==> config.mk <==
export PLATFORM = sky130hd
export DESIGN_NAME = rggen_spi_bus_sequencer
export DESIGN_NICKNAME = d
export VERILOG_FILES = /design/src/rtl/rggen_spi_pkg.sv /design/src/rtl/rggen_spi_sync_edge.sv /design/src/rtl/rggen_spi_bus_sequencer.sv
export SDC_FILE = /design/constraint.sdc
export NUM_CORES = 1
export LEC_CHECK = 0
export ABC_AREA = 1
export BUFFER_PORTS_ARGS = -buffer_cell sky130_fd_sc_hd__buf_4
export CAP_MARGIN = 20
export CORE_AREA = 2 2 168 170
export DETAILED_ROUTE_END_ITERATION = 8
export DIE_AREA = 0 0 170 172
export SETUP_SLACK_MARGIN = 0.1
export SYNTH_ARGS = -nofsm -noshare
export SYNTH_HDL_FRONTEND = slang
export SYNTH_SLANG_ARGS = --single-unit
==> constraint.sdc <==
create_clock -name i_clk -period 10.23 [get_ports i_clk]
set_input_delay 1.5345 -clock i_clk [delete_from_list [all_inputs] [get_ports i_clk]]
set_output_delay 1.5345 -clock i_clk [all_outputs]
set_load 0.01 [all_outputs]
==> src/rtl/rggen_spi_pkg.sv <==
// Shared types and constants for the rggen SPI bus sequencer.
// Access codes, status byte layout and frame state encoding.
package rggen_spi_pkg;

  localparam logic [1:0] ACCESS_READ  = 2'b10;
  localparam logic [1:0] ACCESS_WRITE = 2'b11;

  localparam int STAT_DONE_BIT = 7;
  localparam int STAT_DROP_BIT = 6;

  localparam int ADDRESS_WIDTH_DEFAULT = 8;
  localparam int BUS_WIDTH_DEFAULT     = 32;

  function automatic int num_bytes(input int width);
    return (width + 7) / 8;
  endfunction

  localparam int ADDRESS_BYTES =
    num_bytes(ADDRESS_WIDTH_DEFAULT);
  localparam int DATA_BYTES =
    BUS_WIDTH_DEFAULT / 8;

  typedef enum logic [2:0] {
    ST_IDLE,
    ST_CMD,
    ST_ADDR,
    ST_WDATA,
    ST_TURN,
    ST_STAT,
    ST_RDATA,
    ST_DONE
  } frame_state_t;

  typedef enum logic {
    BUS_IDLE,
    BUS_WAIT
  } bus_state_t;

endpackage

==> src/rtl/rggen_spi_sync_edge.sv <==
// Oversampling synchronizer for SCLK/SS_N/MOSI.
// Emits single-cycle SCLK and SS_N edge strobes.
module rggen_spi_sync_edge #(
  parameter int SYNC_STAGES = 2
) (
  input  logic i_clk,
  input  logic i_rst,
  input  logic i_sclk,
  input  logic i_ss_n,
  input  logic i_mosi,
  output logic sclk_rise,
  output logic sclk_fall,
  output logic ss_active,
  output logic ss_fall,
  output logic ss_rise,
  output logic mosi_s
);

  localparam int TOP = SYNC_STAGES - 1;

  logic [TOP:0] sclk_q;
  logic [TOP:0] ss_n_q;
  logic [TOP:0] mosi_q;
  logic         sclk_d;
  logic         ss_n_d;

  always_ff @(posedge i_clk or posedge i_rst) begin
    if (i_rst) begin
      sclk_q <= '0;
      ss_n_q <= '1;
      mosi_q <= '0;
      sclk_d <= 1'b0;
      ss_n_d <= 1'b1;
    end else begin
      sclk_q <= {sclk_q[TOP-1:0], i_sclk};
      ss_n_q <= {ss_n_q[TOP-1:0], i_ss_n};
      mosi_q <= {mosi_q[TOP-1:0], i_mosi};
      sclk_d <= sclk_q[TOP];
      ss_n_d <= ss_n_q[TOP];
    end
  end

  assign sclk_rise = sclk_q[TOP] & ~sclk_d;
  assign sclk_fall = ~sclk_q[TOP] & sclk_d;
  assign ss_active = ~ss_n_q[TOP];
  assign ss_fall   = ~ss_n_q[TOP] & ss_n_d;
  assign ss_rise   = ss_n_q[TOP] & ~ss_n_d;
  assign mosi_s    = mosi_q[TOP];

endmodule

==> src/rtl/rggen_spi_bus_sequencer.sv <==
// SPI-slave frame engine driving one rggen bus access per frame.
// Returns a status byte and, for reads, the read data on MISO.
module rggen_spi_bus_sequencer
  import rggen_spi_pkg::*;
#(
  parameter int ADDRESS_WIDTH    = 8,
  parameter int BUS_WIDTH        = 32,
  parameter int SYNC_STAGES      = 2,
  parameter int TURNAROUND_BYTES = 1
) (
  input  logic                   i_clk,
  input  logic                   i_rst,
  input  logic                   i_sclk,
  input  logic                   i_ss_n,
  input  logic                   i_mosi,
  output logic                   o_miso,
  output logic                   o_bus_valid,
  output logic [1:0]             o_bus_access,
  output logic [ADDRESS_WIDTH-1:0] o_bus_address,
  output logic [BUS_WIDTH-1:0]   o_bus_write_data,
  output logic [BUS_WIDTH/8-1:0] o_bus_strobe,
  input  logic                   i_bus_ready,
  input  logic [1:0]             i_bus_status,
  input  logic [BUS_WIDTH-1:0]   i_bus_read_data
);

  localparam int AB = num_bytes(ADDRESS_WIDTH);
  localparam int DB = BUS_WIDTH / 8;
  localparam int AW8 = AB * 8;
  localparam logic [7:0] A_LAST = 8'(AB - 1);
  localparam logic [7:0] D_LAST = 8'(DB - 1);
  localparam logic [7:0] T_LAST =
    8'(TURNAROUND_BYTES - 1);

  logic sclk_rise;
  logic sclk_fall;
  logic ss_active;
  logic ss_fall;
  logic ss_rise;
  logic mosi_s;

  rggen_spi_sync_edge #(
    .SYNC_STAGES (SYNC_STAGES)
  ) u_sync (
    .i_clk     (i_clk),
    .i_rst     (i_rst),
    .i_sclk    (i_sclk),
    .i_ss_n    (i_ss_n),
    .i_mosi    (i_mosi),
    .sclk_rise (sclk_rise),
    .sclk_fall (sclk_fall),
    .ss_active (ss_active),
    .ss_fall   (ss_fall),
    .ss_rise   (ss_rise),
    .mosi_s    (mosi_s)
  );

  frame_state_t state;
  bus_state_t   bus_state;

  logic [2:0]           bit_cnt;
  logic [7:0]           byte_cnt;
  logic                 is_write;
  logic                 dropped;
  logic                 load_pending;
  logic [6:0]           rx_shift;
  logic [7:0]           rx_byte;
  logic [7:0]           tx_shift;
  logic [7:0]           stat_byte;
  logic [AW8-1:0]       addr_sh;
  logic [AW8-1:0]       addr_next;
  logic [AW8-1:0]       issue_addr;
  logic [AW8+7:0]       addr_cat;
  logic [BUS_WIDTH-1:0] wdata_sh;
  logic [BUS_WIDTH-1:0] wdata_next;
  logic [BUS_WIDTH+7:0] wdata_cat;
  logic [BUS_WIDTH-1:0] rd_snap;
  logic [BUS_WIDTH-1:0] resp_rdata;
  logic [1:0]           resp_status;
  logic                 resp_done;
  logic                 done_eff;
  logic                 byte_done;
  logic                 issue;

  assign rx_byte    = {rx_shift, mosi_s};
  assign addr_cat   = {addr_sh, rx_byte};
  assign addr_next  = addr_cat[AW8-1:0];
  assign wdata_cat  = {wdata_sh, rx_byte};
  assign wdata_next = wdata_cat[BUS_WIDTH-1:0];
  assign issue_addr = is_write ? addr_sh : addr_next;

  assign byte_done = ss_active && sclk_rise &&
                     (state != ST_IDLE) &&
                     (bit_cnt == 3'd7);

  assign issue = byte_done && (
    (state == ST_ADDR && byte_cnt == A_LAST &&
     !is_write) ||
    (state == ST_WDATA && byte_cnt == D_LAST));

  // A dropped frame never reports a completion.
  assign done_eff = resp_done & ~dropped;

  always_comb begin
    stat_byte = '0;
    stat_byte[STAT_DONE_BIT] = done_eff;
    stat_byte[STAT_DROP_BIT] = dropped;
    if (done_eff) stat_byte[1:0] = resp_status;
  end

  always_ff @(posedge i_clk or posedge i_rst) begin
    if (i_rst) begin
      state        <= ST_IDLE;
      bit_cnt      <= '0;
      byte_cnt     <= '0;
      is_write     <= 1'b0;
      dropped      <= 1'b0;
      load_pending <= 1'b0;
      rx_shift     <= '0;
      tx_shift     <= '0;
      addr_sh      <= '0;
      wdata_sh     <= '0;
      rd_snap      <= '0;
      o_miso       <= 1'b0;
    end else if (ss_rise) begin
      state        <= ST_IDLE;
      bit_cnt      <= '0;
      byte_cnt     <= '0;
      load_pending <= 1'b0;
      o_miso       <= 1'b0;
    end else if (ss_fall) begin
      state        <= ST_CMD;
      bit_cnt      <= '0;
      byte_cnt     <= '0;
      dropped      <= 1'b0;
      load_pending <= 1'b0;
      tx_shift     <= '0;
      o_miso       <= 1'b0;
    end else if (ss_active && state != ST_IDLE) begin
      if (sclk_rise) begin
        rx_shift <= rx_byte[6:0];
        bit_cnt  <= bit_cnt + 3'd1;
      end
      if (byte_done) begin
        load_pending <= 1'b1;
        unique case (state)
          ST_CMD: begin
            is_write <= rx_byte[7];
            byte_cnt <= '0;
            state    <= ST_ADDR;
          end
          ST_ADDR: begin
            addr_sh <= addr_next;
            if (byte_cnt == A_LAST) begin
              byte_cnt <= '0;
              if (is_write) begin
                state <= ST_WDATA;
              end else begin
                dropped <= o_bus_valid;
                state   <= ST_TURN;
              end
            end else begin
              byte_cnt <= byte_cnt + 8'd1;
            end
          end
          ST_WDATA: begin
            wdata_sh <= wdata_next;
            if (byte_cnt == D_LAST) begin
              byte_cnt <= '0;
              dropped  <= o_bus_valid;
              state    <= ST_TURN;
            end else begin
              byte_cnt <= byte_cnt + 8'd1;
            end
          end
          ST_TURN: begin
            if (byte_cnt == T_LAST) begin
              byte_cnt <= '0;
              state    <= ST_STAT;
            end else begin
              byte_cnt <= byte_cnt + 8'd1;
            end
          end
          ST_STAT: begin
            byte_cnt <= '0;
            state    <= is_write ? ST_DONE
                                 : ST_RDATA;
          end
          ST_RDATA: begin
            if (byte_cnt == D_LAST) begin
              byte_cnt <= '0;
              state    <= ST_DONE;
            end else begin
              byte_cnt <= byte_cnt + 8'd1;
            end
          end
          default: ;
        endcase
      end
      if (sclk_fall) begin
        if (load_pending) begin
          load_pending <= 1'b0;
          unique case (state)
            ST_STAT: begin
              // Completion is frozen here for the rest of the frame.
              o_miso   <= stat_byte[7];
              tx_shift <= {stat_byte[6:0], 1'b0};
              rd_snap  <= done_eff ? resp_rdata
                                   : '0;
            end
            ST_RDATA: begin
              o_miso   <= rd_snap[BUS_WIDTH-1];
              tx_shift <= {rd_snap[BUS_WIDTH-2 -: 7],
                           1'b0};
              rd_snap  <= rd_snap << 8;
            end
            default: begin
              o_miso   <= 1'b0;
              tx_shift <= '0;
            end
          endcase
        end else begin
          o_miso   <= tx_shift[7];
          tx_shift <= {tx_shift[6:0], 1'b0};
        end
      end
    end
  end

  always_ff @(posedge i_clk or posedge i_rst) begin
    if (i_rst) begin
      bus_state        <= BUS_IDLE;
      o_bus_valid      <= 1'b0;
      o_bus_access     <= '0;
      o_bus_address    <= '0;
      o_bus_write_data <= '0;
      o_bus_strobe     <= '0;
      resp_done        <= 1'b0;
      resp_status      <= '0;
      resp_rdata       <= '0;
    end else begin
      unique case (bus_state)
        BUS_IDLE: begin
          if (issue) begin
            bus_state     <= BUS_WAIT;
            o_bus_valid   <= 1'b1;
            o_bus_access  <= is_write ? ACCESS_WRITE
                                      : ACCESS_READ;
            o_bus_address <=
              issue_addr[ADDRESS_WIDTH-1:0];
            o_bus_write_data <= is_write ? wdata_next
                                         : '0;
            o_bus_strobe  <= is_write ? '1 : '0;
            resp_done     <= 1'b0;
            resp_status   <= '0;
          end
        end
        BUS_WAIT: begin
          if (i_bus_ready) begin
            bus_state   <= BUS_IDLE;
            o_bus_valid <= 1'b0;
            resp_done   <= 1'b1;
            resp_status <= i_bus_status;
            resp_rdata  <= i_bus_read_data;
          end
        end
        default: bus_state <= BUS_IDLE;
      endcase
    end
  end

endmodule

==> results <==
- The Yosys step of the flow raised 0 warnings.
- The first-pass GRT wire length is 29.8 mm.
- The peak supply drop is 0.0853 mV.
- Wires add up to 17.8 mm.
- The CTS H-tree depth is 4.
- The routed length per instance is 12.9 um.
- Yosys mapped a number of flops with a built-in enable equal to 0.
- Cells with a size suffix above 1 make up 14.0% of the layout.
- From bottom edge to top edge, the die measures 172 um.
- The clock skew after layout is 0.0113 ns.
- The die boundary width is 170 um.
- Of the synthesized area, sequential elements account for 56.6%.
- Global routing consumed, over all layers together, 12.7% of the routing resources.
- The die covers 29200 um^2.
- At the worst endpoint, the required time is 10.51 ns.
- The type of the most critical hold path is reg2reg.
- The part of the power in the clock network is 40.2%.
- The total CTS buffers is 17.
- Once the floorplan was initialized, standard cells occupied 29.5% of the core.
- After detailed routing, the number of vias per cell comes to 4.54.
- Across the run, the number of max-cap violations was 0.
- The dominant cell by count in the synthesized netlist is sky130_fd_sc_hd__nand2_1.
- In the synthesized netlist the dominant register cell turns out to be sky130_fd_sc_hd__dfrtp_1.
- Measured against its own limit, the worst slew margin works out to 38.6%.
- The count of input and output buffers is 87.
- The count of different cell masters after synthesis is 31.
- For this design, the CTS-stage hold fixing added 0 buffers.
- The cell type contributing the most total cell area after synthesis is sky130_fd_sc_hd__dfrtp_1.
- The number of antenna-violating nets in the routed design is 0.
- The DRC violation total after the first TritonRoute iteration is 600.
- After detailed routing, the number of remaining DRC violations is 0.
- The total leakage power is 4.47 nW.
- By startpoint and endpoint, the worst setup path is classified as reg2reg.
- The power density over cell area is 178 nW/um^2.
- Of the post-synthesis cell area, the dominant cell type holds 55.6%.
- In this run the worst path has a maximum fanout of 37.
- Dividing the final minimum period by the clock period gives 29.3%.
- The latest clock arrival within the worst-skew pair is 0.43 ns.
- The largest buffer count on any clock path is 2.
- The net count of the finished layout is 1069.
- Ranked by total cell area, the synthesized netlist is headed by sky130_fd_sc_hd__dfrtp_1 56%, sky130_fd_sc_hd__nand2_1 13%, sky130_fd_sc_hd__o21ai_0 9.9%.
- The CTS tree is yes.
- Sequential cells burn 46.3% of the power.
- The final weighted congestion of routability-driven global placement is 0.822.
- CTS placed an instance of sky130_fd_sc_hd__clkbuf_16 at the clock tree root.
- STA classifies the critical path endpoint as a register.
- STA classifies the critical path startpoint as a register.
- Each instance of the synthesized netlist takes up on average 8.43 um^2.
- Combinational logic burns 13.6% of the power.
- Synthesis produced 961 cells.
- The number of hold violations in the final report came to 0.
- After synthesis, the most frequently instantiated cells are 285 x sky130_fd_sc_hd__nand2_1, 180 x sky130_fd_sc_hd__dfrtp_1, 160 x sky130_fd_sc_hd__o21ai_0, 118 x sky130_fd_sc_hd__inv_1, 36 x sky130_fd_sc_hd__nand3_1.
- The post-CTS setup repair buffer count is 0.
- Gates resized during post-CTS repair numbered 0.
- The core outline area is 27500 um^2.
- Derived from the worst setup path, the maximum achievable clock frequency is 333 MHz.
- For this run the aggregate overflow at the end of global routing stands at 0.
- The setup violation total in the final timing report is 0.
- At the pin with the least slew margin, the transition time is 0.921 ns.
- Setup repair after global routing left no endpoint under its margin.
- The routed via count is 6268.
- The switching fraction of total power is 28.0%.
- Data on the critical path arrives at its endpoint at 3.28 ns.
- In this run, synthesis produced a sequential element count of 183.
- The number of global-route vias before repair is 5896.
- The tree built by TritonCTS fans out to 183 sinks.
- The standard-cell row count is 61.
- The largest net degree at the start of global routing is 110.
- The count of pins on the block boundary is 88.
- The final period demand of the worst path is 3.00 ns.
- From synthesis to final layout, the design area changed by 18.4%.
- The fraction of registers with async set/reset is 100%.
- After synthesis the cells add up to 8100 um^2.
- Counting every net in the synthesized netlist gives 1007.
- The half-perimeter wire length of the detailed placement result is 11.7 mm.
- The clock-pin slew reported for the worst setup and hold paths after clock tree synthesis is 0.07 ns.
- The run finished with clean final reports.
- The total power is 1.71 mW.
- The detailed-routing iteration count for the pre-antenna-repair pass is 7.
- 0 antenna diodes ended up in the layout.
- The number of max-slew violations in the final report came to 0.
- The number of antenna violations at the first check in global routing is 0.
- The summed negative setup slack over all endpoints is 0 ns.
- The internal portion of the total power is 1.23 mW.
- In this run the power spent charging and discharging nets is 478 uW.
## placed cells by master, fill, tap and decap left out, drive strengths merged
master,n
nand2,287
o21ai,184
dfrtp,180
inv,127
buf,93
nand3,41
nor2,33
o22ai,25
clkbuf,20
a21oi,11
nand4,8
ha,6
clkinv,5
bufinv,3
dfstp,3
or2,2
nor3,2
a21boi,2
o211ai,1
o21a,1
o2111ai,1
clkinvlp,1
## area by class of cell
type | instances | area (um^2)
fillers | 2862 | 17900
flip-flops and latches | 183 | 4580
multi-input cells | 604 | 2770
repair buffers | 93 | 718
inverters | 124 | 473
clock buffers | 20 | 447
well taps | 346 | 433
clock inverters | 12 | 164
## worst max-delay path: stages (launching register included)
cell                      delay, ns
sky130_fd_sc_hd__dfrtp_1       0.60
sky130_fd_sc_hd__nand3_2       0.72
sky130_fd_sc_hd__nand2_1       0.92
sky130_fd_sc_hd__inv_1         0.33
sky130_fd_sc_hd__nand3_1       0.18
sky130_fd_sc_hd__o21ai_0       0.09
## routing by layer
metal  share of wire, %  track usage [%]  up-vias
met5                  0                0        -
met4                1.2             4.31        0
met3                5.0             2.82       16
met2                 44             19.7      153
met1                 50             17.6     2903
li1                   -                -     3196
## registers in the layout, summed over array words and instances (netlist names), 2 cells and up
register / cells
addr_sh: 8
byte_cnt: 8
resp_rdata: 32
wdata_sh: 24
rx_shift: 7
u_sync.mosi_q: 2
u_sync.sclk_q: 2
resp_status: 2
tx_shift: 7
rd_snap: 32
o_bus_access: 2
o_bus_address: 8
o_bus_write_data: 32
bit_cnt: 3
state: 3
u_sync.ss_n_q: 2
## metrics by stage
step                      cell area [um^2]  worst slack, ns  hold slack (ns)  std cells  util [%]
final                                 9590             7.23            0.351       1382      34.9
after global routing                  9590             7.01            0.362       1382      34.9
after CTS                             9560             7.25            0.353       1381      34.8
after detailed placement              8950             6.79            0.337       1349      32.6
after global placement                8950             6.80            0.332       1349      32.6
after floorplan                       8100             3.73            0.331        961         -
## kinds of logic (layout without fill, tap and decap cells)
| group | Yosys count | in the layout | synth area share (%) |
|---|---|---|---|
| flops | 183 | 183 | 56.6 |
| compound gates | 225 | 225 | 14.5 |
| fa+ha+maj | 6 | 6 | 0.927 |
| buf+inv | 174 | 249 | 9.21 |
| simple gates | 373 | 373 | 18.8 |
## path summary, 6_finish.rpt
check                                      start                  end  slack, ns  depth (start not counted)
worst max-delay path                    state[1]           rd_snap[3]       7.23                          5
worst min-delay path            u_sync.mosi_q[0]     u_sync.mosi_q[1]       0.35                          0
worst max register to register          state[1]           rd_snap[3]       7.23                          5
worst min register to register  u_sync.mosi_q[0]     u_sync.mosi_q[1]       0.35                          0
max in group asynchronous                  i_rst          rx_shift[3]       7.54                          4
min in group asynchronous                  i_rst  o_bus_write_data[0]       1.00                          2
## power by group through the flow
stage,Combinational (mW),Sequential [mW],Clock [mW]
final,0.232,0.790,0.686
after global routing,0.263,0.795,0.733
after CTS,0.230,0.790,0.704
after detailed placement,0.228,0.804,0
after global placement,0.227,0.803,0
after floorplan,0.184,0.788,0
No activity file was read; power rests on OpenSTA's default activity.
